`src/rtl/cacheline_fill_assembler.sv`:
```
// rtl/cacheline_fill_assembler.sv - critical-word-first cacheline fill assembler (option: CACHELINE_CRITICAL_WORD_FORWARD_EN)
module cacheline_fill_assembler #(
  parameter int offsetSize          = 5,
  parameter int indexSize           = 8,
  parameter int tagSize             = 64 - (offsetSize + indexSize),
  parameter int cachelineSizeInBits = (2 ** offsetSize) * 8,
  parameter int wordSizeBits        = 32
) (
  input  logic                           clock_i,
  input  logic                           reset_n_i,
  input  logic                           flushPipeline_i,
  input  logic                           start_i,
  input  logic [tagSize-1:0]             startTag_i,
  input  logic [indexSize-1:0]           startIndex_i,
  input  logic [offsetSize-1:0]          startOffset_i,
  output logic                           busy_o,
  input  logic                           wordValid_i,
  input  logic [wordSizeBits-1:0]        word_i,
  output logic                           wordReady_o,
  output logic                           lineValid_o,
  output logic [cachelineSizeInBits-1:0] cacheline_o,
  output logic [tagSize-1:0]             tag_o,
  output logic [indexSize-1:0]           index_o,
  input  logic                           lineReady_i,
  output logic                           criticalWordValid_o,
  output logic [wordSizeBits-1:0]        criticalWord_o
);

  localparam int wordsPerLine = cachelineSizeInBits / wordSizeBits;
  localparam int wordByteBits = $clog2(wordSizeBits / 8);
  localparam int ptrW         = $clog2(wordsPerLine);
  localparam logic [ptrW-1:0] lastSlot = ptrW'(wordsPerLine - 1);

  typedef enum logic [1:0] {IDLE, FILL, HOLD} state_e;

  state_e                           state_q, state_d;
  logic [ptrW-1:0]                  ptr_q, ptr_d;
  logic [ptrW-1:0]                  cnt_q, cnt_d;
  logic [cachelineSizeInBits-1:0]   line_q, line_d;
  logic [tagSize-1:0]               tag_q, tag_d;
  logic [indexSize-1:0]             index_q, index_d;
  logic                             line_valid_q, line_valid_d;
  logic                             busy_q, busy_d;

  // Byte-within-word offset bits only matter to the requester, not to the fill order.
  logic unused_offset_bits;
  assign unused_offset_bits = ^startOffset_i[wordByteBits-1:0];

  // Next-state: start latches request, FILL writes words at a wrapping pointer, HOLD waits for the cache.
  always_comb begin
    state_d      = state_q;
    ptr_d        = ptr_q;
    cnt_d        = cnt_q;
    line_d       = line_q;
    tag_d        = tag_q;
    index_d      = index_q;
    line_valid_d = line_valid_q;
    case (state_q)
      IDLE: begin
        if (start_i) begin
          tag_d   = startTag_i;
          index_d = startIndex_i;
          ptr_d   = startOffset_i[offsetSize-1:wordByteBits];
          cnt_d   = '0;
          state_d = FILL;
        end
      end
      FILL: begin
        if (wordValid_i) begin
          line_d[ptr_q*wordSizeBits +: wordSizeBits] = word_i;
          ptr_d = (ptr_q == lastSlot) ? '0 : ptr_q + ptrW'(1);
          cnt_d = cnt_q + ptrW'(1);
          if (cnt_q == lastSlot) begin
            state_d      = HOLD;
            line_valid_d = 1'b1;
          end
        end
      end
      HOLD: begin
        if (lineReady_i) begin
          line_valid_d = 1'b0;
          state_d      = IDLE;
        end
      end
      default: state_d = IDLE;
    endcase
    // Flush overrides anything else happening in the same cycle, including the last word.
    if (flushPipeline_i) begin
      state_d      = IDLE;
      line_valid_d = 1'b0;
      tag_d        = '0;
      index_d      = '0;
      line_d       = '0;
      cnt_d        = '0;
    end
    busy_d = (state_d != IDLE);
  end

  // Single state/output register bank.
  always_ff @(posedge clock_i or negedge reset_n_i) begin
    if (!reset_n_i) begin
      state_q      <= IDLE;
      ptr_q        <= '0;
      cnt_q        <= '0;
      line_q       <= '0;
      tag_q        <= '0;
      index_q      <= '0;
      line_valid_q <= 1'b0;
      busy_q       <= 1'b0;
    end else begin
      state_q      <= state_d;
      ptr_q        <= ptr_d;
      cnt_q        <= cnt_d;
      line_q       <= line_d;
      tag_q        <= tag_d;
      index_q      <= index_d;
      line_valid_q <= line_valid_d;
      busy_q       <= busy_d;
    end
  end

  assign wordReady_o = (state_q == FILL);
  assign busy_o      = busy_q;
  assign lineValid_o = line_valid_q;
  assign cacheline_o = line_q;
  assign tag_o       = tag_q;
  assign index_o     = index_q;

`ifdef CACHELINE_CRITICAL_WORD_FORWARD_EN
  logic                    crit_valid_q, crit_valid_d;
  logic [wordSizeBits-1:0] crit_word_q, crit_word_d;

  // Forward the first accepted word of a fill as a one-cycle pulse so decode can restart early.
  always_comb begin
    crit_valid_d = 1'b0;
    crit_word_d  = crit_word_q;
    if (flushPipeline_i) begin
      crit_word_d = '0;
    end else if ((state_q == FILL) && wordValid_i && (cnt_q == '0)) begin
      crit_valid_d = 1'b1;
      crit_word_d  = word_i;
    end
  end

  // Critical-word register.
  always_ff @(posedge clock_i or negedge reset_n_i) begin
    if (!reset_n_i) begin
      crit_valid_q <= 1'b0;
      crit_word_q  <= '0;
    end else begin
      crit_valid_q <= crit_valid_d;
      crit_word_q  <= crit_word_d;
    end
  end

  assign criticalWordValid_o = crit_valid_q;
  assign criticalWord_o      = crit_word_q;
`else
  assign criticalWordValid_o = 1'b0;
  assign criticalWord_o      = '0;
`endif

endmodule

```
`config.mk`:
```
export PLATFORM = sky130hd
export DESIGN_NAME = cacheline_fill_assembler
export DESIGN_NICKNAME = d
export VERILOG_FILES = /design/src/rtl/cacheline_fill_assembler.sv
export SDC_FILE = /design/constraint.sdc
export NUM_CORES = 1
export LEC_CHECK = 0
export ABC_AREA = 1
export BUFFER_PORTS_ARGS = -buffer_cell sky130_fd_sc_hd__buf_2
export CAP_MARGIN = 20
export CORE_MARGIN = 5
export CORE_UTILIZATION = 40
export DETAILED_ROUTE_END_ITERATION = 8
export GPL_ROUTABILITY_DRIVEN = 0
export MAX_ROUTING_LAYER = met4
export PLACE_DENSITY = 0.62
export SETUP_SLACK_MARGIN = 0.5
export SLEW_MARGIN = 20
export SYNTH_ARGS = -nofsm -noshare
export SYNTH_HDL_FRONTEND = slang
export SYNTH_SLANG_ARGS = --single-unit
```
`constraint.sdc`:
```
create_clock -name clock_i -period 2.45 [get_ports clock_i]
set_input_delay 0.49 -clock clock_i [delete_from_list [all_inputs] [get_ports clock_i]]
set_output_delay 0.49 -clock clock_i [all_outputs]
set_load 0.005 [all_outputs]
```
==> impl_metrics.tcl <==
set metrics [dict create \
    peakVddDrop_uv 462 \
    cp_cell_sequence "inv_2 > ha_4 > ha_4 > inv_4 > nand3_2 > nor2_4 > buf_12 > nand3b_4 > o21ai_1" \
    final_common_cell "nand3_1" \
    cts_inserted_buffers 37 \
    clk_latency_ns 0.56 \
    pre_cts_slack_ns 0.226 \
    dieArea_sq_um 40500 \
    grt_usage_pct 26.6 \
    die_x_microns 201 \
    setup-tns-final_ns 0 \
    dpl.hpwl_mm 37.2 \
    routed_wl_mm 54.4 \
    grt_max_degree 156 \
    cts_tree "built" \
    fp.coreArea_sq_um 36300 \
    hold_path_class "in2reg" \
    cpPeakStageDelay_ns 0.39 \
    cap_violations 0 \
    synth_flop_cell "dfrtp_1" \
    syn_area_sq_um 14600 \
    area_growth_syn_to_layout_pct 27.8 \
    synthCells 1641 \
    crit_arrival_ns 2.34 \
    yosysUniqueCellTypes 34 \
    yosysSeqAreaShare_pct 55.6 \
    grt-ovfl-total 0 \
    cp-end-kind "flip-flop" \
    setup_viol 0 \
    wire_per_inst_microns 21.5 \
    vias 13568 \
    ys_warn_count 0 \
    num-nets-final 2142 \
    fp.dieH_microns 201 \
    synth.ff_latch_count 325 \
    path_max_fanout 8 \
    skew_ns 0.0228 \
    viasPerCell 5.37 \
    rsz0062_at_grt "yes" \
    slew_viol_final 0 \
    cp_slowest_cell "dfrtp_1" \
    antenna_found_initial 5 \
    start_util_pct 40.2 \
    syn_area_per_cell_sq_um 8.91 \
    layout_common_cells "538 x nand3_1, 416 x buf_2, 353 x nand2_1" \
    path_common_cell "ha_4" \
    yosysTopAreaCell "dfrtp_1" \
    synth_edf_count 0 \
    power_density_nw_per_um2 749 \
    first_pass_iters 5 \
    period_share_pct 76.1 \
    io_pins 453 \
    fp-row-count 70 \
    first_global_vias 13534 \
    required_ns 2.92 \
    fmax_mhz 536 \
    numPortBuffers 417 \
    clock_path_buffers 3 \
    worst_pin_slew_ns 0.847 \
    grt_first_pass_wirelength_mm 82.4 \
    htreeDepth 2 \
    synth_top_area_share_pct 55.6 \
    critical_path_class "reg2reg" \
    worst_slack_ns 0.584 \
    drt_iter0_drc 1254 \
    synth_area_leaders "dfrtp_1 56%, nand3_1 18%, nand2_1 9.1%" \
    clk_pin_slew_ns 0.06 \
    route.detailed.drc 0 \
    layout-drive-gt1-share_pct 29.8 \
    outcome "finished clean" \
    clock-sinks 325 \
    cts_root_buf "clkbuf_16" \
    synthArstFlopShare_pct 100 \
    hold_viol_final 0 \
    relSlewSlack_pct 43.5 \
    cp-start-kind "flip-flop" \
    p_leak_nw 11.0 \
    ant_nets 0 \
    fin_crit_ns 1.87 \
]
-- layout make-up --
type | count | area, sq um
well taps | 468 | 586
flip-flops and latches | 325 | 8140
multi-input cells | 1119 | 5540
clock inverters | 16 | 243
repair buffers | 476 | 2820
clock buffers | 50 | 1050
diodes | 3 | 7.51
inverters | 71 | 298
fillers | 3447 | 17700
-- path summary, 6_finish.rpt --
path | cells after the start | end | slack (ns) | from
max | 9 | cacheline_o[29] | 0.58 | ptr_q[1]
min | 3 | index_o[1] | 0.18 | startIndex_i[1]
max reg2reg | 9 | cacheline_o[29] | 0.58 | ptr_q[1]
min reg2reg | 2 | lineValid_o | 0.48 | lineValid_o
max in group asynchronous | 3 | ptr_q[0] | 1.18 | reset_n_i
min in group asynchronous | 2 | tag_o[35] | 0.53 | reset_n_i
-- synth_stat cells, types with 3 or more instances --
cell type  number
nand3_1       539
nand2_1       356
dfrtp_1       325
nor2_1         60
inv_1          57
buf_4          52
buf_2          43
o21ai_1        34
nand4_1        28
buf_1          26
clkbuf_1       25
o21ai_0        14
buf_6          12
inv_2          11
ha_1           10
nor3_1          8
nor2_4          6
nand2_2         4
nand2_4         4
nand3_2         4
nor2_2          4
nand4_4         3
o211ai_1        3
-- routing by layer --
layer / up-vias / global-route usage, % / share of wire, %
met2: 640 / 41.5 / 47
li1: 6216 / - / -
met5: - / - / 0
met1: 6604 / 33.5 / 40
met3: 108 / 7.04 / 8.6
met4: 0 / 10.3 / 4.0
-- per-stage QoR --
stage | hold slack, ns | cell area (sq um) | instances | power [mW] | utilization, %
2_1_floorplan | 0.194 | 14800 | 1673 | 7.07 | -
3_3_place_gp | 0.460 | 17000 | 2440 | 7.95 | 46.7
3_5_place_dp | 0.472 | 17000 | 2440 | 7.98 | 46.7
4_1_cts | 0.150 | 18500 | 2516 | 14.0 | 50.9
5_1_grt | 0.176 | 18700 | 2528 | 14.6 | 51.4
6_report | 0.182 | 18700 | 2528 | 14.0 | 51.4
-- logic make-up (layout without fill, tap and decap cells) --
logic type / count (synthesis) / after routing / synth area share (%)
and+or+nand+nor: 1021 / 1023 / 33.1
buffers and inverters: 231 / 613 / 8.50
DFF: 325 / 325 / 55.6
other: 1 / 36 / 0.0256
adders and majority gates: 10 / 10 / 0.856
AOI/OAI and AO/OA: 53 / 53 / 1.95
-- report_power, final --
| group | switching, mW | total, mW | internal (mW) |
|---|---|---|---|
| Combinational | 1.83 | 2.52 | 0.686 |
| Clock | 2.33 | 5.90 | 3.57 |
| Sequential | 0.0819 | 5.57 | 5.49 |
| Total | 4.24 | 14.0 | 9.75 |
-- flip-flops by register name, indices dropped and copies added (netlist names) --
register,count
cacheline_o,256
tag_o,51
index_o,8
cnt_q,3
ptr_q,3
state_q,2
busy_o,1
lineValid_o,1
-- timing repair --
item	4_1_cts	5_1_grt
pin swaps	1	4
hold endpoints to repair	61	0
gates resized for setup	24	31
buffers inserted	6	9
setup endpoints to repair	249	243
cloned	3	0
hold buffers	1	0
-- worst max-delay path: cells and delay by family, from the launching register on --
family	cells	cell delay, ns
adders and majority gates	2	0.39
and+or+nand+nor	3	0.49
AOI/OAI and AO/OA	1	0.17
buffers and inverters	3	0.36
DFF	1	0.39
Note: power is estimated with default switching activity, not from simulation.
